### src/rtl/uart_pkg.sv
// Shared UART definitions: packet FSM states, header and clock/baud defaults.
// UART_PKT_CHKSUM_EN adds the CHK state for the trailing checksum byte.
package uart_pkg;

    localparam int unsigned CLK_HZ      = 50_000_000;
    localparam int unsigned BAUD        = 19_200;
    localparam int unsigned BIT_CYCLES  = CLK_HZ / BAUD;
    localparam logic [7:0]  HDR_DEFAULT = 8'hA5;
    // Four 10-bit byte frames of silence is the longest legal gap inside a packet.
    localparam int unsigned TIMEOUT_DEFAULT = 4 * 10 * BIT_CYCLES;

`ifdef UART_PKT_CHKSUM_EN
    typedef enum logic [2:0] {IDLE, CMD, DHI, DLO, CHK} pkt_state_t;
`else
    typedef enum logic [2:0] {IDLE, CMD, DHI, DLO} pkt_state_t;
`endif

endpackage

### src/rtl/uart_byte_timer.sv
// Inter-byte idle counter: cleared by clr, counts while en, holds once expired.
module uart_byte_timer
    import uart_pkg::*;
#(
    parameter int unsigned TIMEOUT_CYCLES = TIMEOUT_DEFAULT
) (
    input  logic clk,
    input  logic rst_n,
    input  logic clr,
    input  logic en,
    output logic expired
);

    localparam int unsigned CW = $clog2(TIMEOUT_CYCLES + 1);

    logic [CW-1:0] r_cnt;

    assign expired = (r_cnt == CW'(TIMEOUT_CYCLES));

    always_ff @(posedge clk or negedge rst_n) begin
        if (!rst_n) begin
            r_cnt <= '0;
        end else if (clr) begin
            r_cnt <= '0;
        end else if (en && !expired) begin
            r_cnt <= r_cnt + 1'b1;
        end
    end

endmodule

### src/rtl/uart_pkt_ctrl.sv
// Packet framer for UART bytes: HDR, cmd, data_hi, data_lo[, chk], with idle timeout.
// Define UART_PKT_CHKSUM_EN to require a trailing checksum byte.
module uart_pkt_ctrl
    import uart_pkg::*;
#(
    parameter logic [7:0]  HDR            = HDR_DEFAULT,
    parameter int unsigned timeout_cycles = TIMEOUT_DEFAULT
) (
    input  logic        clk,
    input  logic        rst_n,
    input  logic        rx_rdy,
    input  logic [7:0]  rx_data,
    output logic        clr_rx_rdy,
    input  logic        clr_cmd_rdy,
    output logic [7:0]  cmd,
    output logic [15:0] data,
    output logic        cmd_rdy,
    output logic        frm_err
);

    pkt_state_t  r_state;
    logic [7:0]  r_cmd_sh;
    logic [7:0]  r_dhi_sh;
    logic [7:0]  r_cmd;
    logic [15:0] r_data;
    logic        r_cmd_rdy;
    logic        r_clr_rx_rdy;
    logic        r_frm_err;
    logic        w_tmr_clr;
    logic        w_tmr_en;
    logic        w_expired;
`ifdef UART_PKT_CHKSUM_EN
    logic [7:0]  r_dlo_sh;
    logic [7:0]  w_chk_sum;

    assign w_chk_sum = r_cmd_sh + r_dhi_sh + r_dlo_sh + rx_data;
`endif

    assign w_tmr_clr = rx_rdy || (r_state == IDLE);
    assign w_tmr_en  = (r_state != IDLE);

    uart_byte_timer #(
        .TIMEOUT_CYCLES(timeout_cycles)
    ) u_timer (
        .clk    (clk),
        .rst_n  (rst_n),
        .clr    (w_tmr_clr),
        .en     (w_tmr_en),
        .expired(w_expired)
    );

    always_ff @(posedge clk or negedge rst_n) begin
        if (!rst_n) begin
            r_state      <= IDLE;
            r_cmd_sh     <= '0;
            r_dhi_sh     <= '0;
`ifdef UART_PKT_CHKSUM_EN
            r_dlo_sh     <= '0;
`endif
            r_cmd        <= '0;
            r_data       <= '0;
            r_cmd_rdy    <= 1'b0;
            r_clr_rx_rdy <= 1'b0;
            r_frm_err    <= 1'b0;
        end else begin
            r_clr_rx_rdy <= rx_rdy;
            r_frm_err    <= 1'b0;
            // A completion below overrides this clear within the same edge.
            if (clr_cmd_rdy) begin
                r_cmd_rdy <= 1'b0;
            end
            if (rx_rdy) begin
                case (r_state)
                    IDLE: begin
                        if (rx_data == HDR) begin
                            r_state <= CMD;
                        end
                    end
                    CMD: begin
                        r_cmd_sh <= rx_data;
                        r_state  <= DHI;
                    end
                    DHI: begin
                        r_dhi_sh <= rx_data;
                        r_state  <= DLO;
                    end
`ifdef UART_PKT_CHKSUM_EN
                    DLO: begin
                        r_dlo_sh <= rx_data;
                        r_state  <= CHK;
                    end
                    CHK: begin
                        if (w_chk_sum == 8'hFF) begin
                            r_cmd     <= r_cmd_sh;
                            r_data    <= {r_dhi_sh, r_dlo_sh};
                            r_cmd_rdy <= 1'b1;
                        end else begin
                            r_frm_err <= 1'b1;
                        end
                        r_state <= IDLE;
                    end
`else
                    DLO: begin
                        r_cmd     <= r_cmd_sh;
                        r_data    <= {r_dhi_sh, rx_data};
                        r_cmd_rdy <= 1'b1;
                        r_state   <= IDLE;
                    end
`endif
                    default: r_state <= IDLE;
                endcase
            end else if (w_expired && (r_state != IDLE)) begin
                r_state   <= IDLE;
                r_frm_err <= 1'b1;
            end
        end
    end

    assign clr_rx_rdy = r_clr_rx_rdy;
    assign cmd        = r_cmd;
    assign data       = r_data;
    assign cmd_rdy    = r_cmd_rdy;
    assign frm_err    = r_frm_err;

endmodule

### config.mk
export PLATFORM = sky130hd
export DESIGN_NAME = uart_pkt_ctrl
export DESIGN_NICKNAME = d
export VERILOG_FILES = /design/src/rtl/uart_pkg.sv /design/src/rtl/uart_byte_timer.sv /design/src/rtl/uart_pkt_ctrl.sv
export SDC_FILE = /design/constraint.sdc
export NUM_CORES = 1
export LEC_CHECK = 0
export ABC_CLOCK_PERIOD_IN_PS = 4100
export CAP_MARGIN = 10
export CORE_MARGIN = 2
export CORE_UTILIZATION = 55
export CTS_CLUSTER_SIZE = 40
export DETAILED_ROUTE_END_ITERATION = 8
export PLACE_DENSITY = 0.81
export SLEW_MARGIN = 20
export SYNTH_ARGS = -nofsm -noshare
export SYNTH_HDL_FRONTEND = slang
export SYNTH_SLANG_ARGS = --single-unit
### constraint.sdc
create_clock -name clk -period 4.1 [get_ports clk]
set_clock_uncertainty 0.2 [all_clocks]
set_input_delay 0.41 -clock clk [delete_from_list [all_inputs] [get_ports clk]]
set_output_delay 0.41 -clock clk [all_outputs]
set_load 0.02 [all_outputs]
==> summary.txt <==
Outcome = completed
Seq cells post-synth = 62
Final GP Congestion = 0.823
Pre-CTS WS = 1.46 ns
Final Max Tran Viols = 0
Antenna Nets Post-Route = 0
Synth area leaders = dfrtp_1 (58%), mux2_2 (17%), ha_1 (2.8%), nor2_1 (2.2%), xnor2_1 (2.0%)
TNS Setup = 0 ns
Critical path arrival = 2.28 ns
Slew HR = 0.310
Die extent in y = 73.7 um
Dpl hpwl = 3.28 mm
Number of max-cap violations = 0
Yosys cell types = 32
Crit-path max FO = 25
Sequential area share after synthesis = 0.581
Fmax = 0.440 GHz
FILL cells = 343
Leakage = 1.45 nW
Final period util = 0.554
Cell taking the most area after synthesis = dfrtp_1
Worst setup EP type = register
CP startpoint kind = input pin
HP Class = register to register
Final min period = 2.27 ns
Nets@finish = 265
Worst R2R Setup Slack = 1.99 ns
Core ar. = 4690 um^2
CP Class = input pin to register
Worst-case vdd ir drop = 0.000420 V
Antenna violations before repair = 0
Largest net degree at the start of global routing = 34
Final worst slack = 1.83 ns
Adder-Cell Fraction of Synth Area = 0.0281
Main synth FF type = dfrtp_1
Clock sink count = 62
DIE AREA = 5430 um^2
Via count of the routed design = 1681
Critical path data required time = 4.11 ns
P per Cell Area = 598 nW/um^2
Layout area overhead = 22.4%
Post-synth top cells = dfrtp_1 (62), mux2_2 (40), nor2_1 (16)
PortBufs = 38
Ys Warns = 0
Post-synth top area share = 0.581
Global-route wire length before repair = 8.19 mm
Worst-skew pair later-pin latency = 0.33 ns
Initial drt markers = 49
Top-count cell post-synth = dfrtp_1
Syn_area_per_cell = 13.3 um^2
Reg clk slew, reported paths = 0.06 ns
Row count = 25
EDFF count, synth = 0
DRT Pass-1 Iters = 4
Clk buf depth = 2
Num CTS Buffers = 9
Synth Area in Compound Gates = 0.0187
Ys async rst share = 1.00
Vias in the first global route = 1684
Layout cells sized above 1 = 0.254
CTS tree = yes
CTS H-tree depth = 3
Setup violators final = 0
XOR/XNOR Fraction of Synth Area = 0.0361
Final Hold Fails = 0
DRC errors left = 0
Remaining global-route overflow = 0
Multiplexer share of the synthesized area = 0.184
Clock Tree Root = clkbuf_8
Largest family of logic cells by synthesized area = multiplexers
Synth Cell Area = 2670 um^2
GRT Overall Usage = 0.205
Simple-Gate Fraction of Synth Area = 0.134
DR WL/cell = 15.8 um
RSZ-0062 raised after global routing = false
Net Count, Synth = 219
Antenna Diode Count = 0
Die Width = 73.7 um
I/O Pins = 39
Via density = 5.49
Final core utilization = 0.697
Final WL = 4.82 mm
Cell count after synthesis = 201
Worst slew pin tran = 1.03 ns
Initial core utilization = 0.569
[stage by stage]
step	cells	cell area, um^2	total power, W	hold slack (ns)
after global placement	289	3090	0.00149	0.282
final	306	3270	0.00195	0.300
after global routing	306	3270	0.00207	0.319
after floorplan	201	2670	0.00124	-0.0856
after detailed placement	289	3090	0.00151	0.288
after CTS	306	3270	0.00198	0.303
[layer usage]
metal,vias to the layer above,track usage,share of wire
li1,798,-,-
met1,838,0.276,0.46
met2,43,0.306,0.49
met3,2,0.0919,0.052
met4,0,0.0545,0.0027
met5,-,0,0
[layout by cell type, fill, tap and decap left out, drive strengths merged, types with 5 or more instances in the layout]
cell           Yosys  final
xor2               5      5
xnor2              6      6
inv                5      5
clkbuf             1     12
o21ai              6      6
and3               6      6
nand2             10     10
nand3              5      5
clkdlybuf4s50      0     37
ha                 6      6
mux2              40     40
nor2              16     16
dfrtp             62     62
[cell families (layout without fill, tap and decap cells)]
group | Yosys count | count (layout)
DFF | 62 | 62
xor gates and xnor gates | 11 | 11
muxes | 44 | 44
buffers and inverters | 10 | 61
adders and majority gates | 6 | 6
and+or+nand+nor | 58 | 58
AOI/OAI and AO/OA | 10 | 10
[where the power goes]
group | leakage [nW] | total [W] | internal, W | switching, W
Sequential | 0.811 | 0.000889 | 0.000791 | 0.0000986
Combinational | 0.555 | 0.000611 | 0.000332 | 0.000279
Clock | 0.0861 | 0.000453 | 0.000233 | 0.000220
Total | 1.45 | 0.00195 | 0.00136 | 0.000598
[flip-flops by register name (all words and copies together), names as in the netlist]
| register | cells |
|---|---|
| clr_rx_rdy | 1 |
| cmd | 8 |
| cmd_rdy | 1 |
| data | 16 |
| frm_err | 1 |
| r_cmd_sh | 8 |
| r_dhi_sh | 8 |
| r_state | 2 |
| u_timer.r_cnt | 17 |
[final timing paths]
kind                        startpoint           endpoint  depth (start not counted)
max in group asynchronous        rst_n        r_dhi_sh[5]                          3
setup / recovery                rx_rdy            data[0]                          3
hold / removal             r_dhi_sh[4]           data[12]                          1
min in group asynchronous        rst_n  u_timer.r_cnt[15]                          2
hold reg to reg            r_dhi_sh[4]           data[12]                          1
setup reg to reg            r_state[0]            data[0]                          3
[area by class of cell]
cell class / count / area (um^2) / share of cell area
clock inverter: 4 / 22.5 / 0.00689
clock buffer: 12 / 145 / 0.0444
tap: 54 / 67.6 / 0.0207
multi-input combinational: 129 / 1070 / 0.327
inverter: 5 / 18.8 / 0.00574
timing repair buffer: 40 / 393 / 0.120
sequential: 62 / 1550 / 0.475
[what timing repair did]
item                                   CTS  global route
resized for setup                        0             0
endpoints found under the hold margin   32             0
hold buffers                             1             0
setup buffers                            0             0
[worst max-delay path, stage by stage]
cell,delay [ns]
clkdlybuf4s50_1,0.65
nand2_1,0.67
mux2_2,0.53
Power figures use the tool's default switching activity.
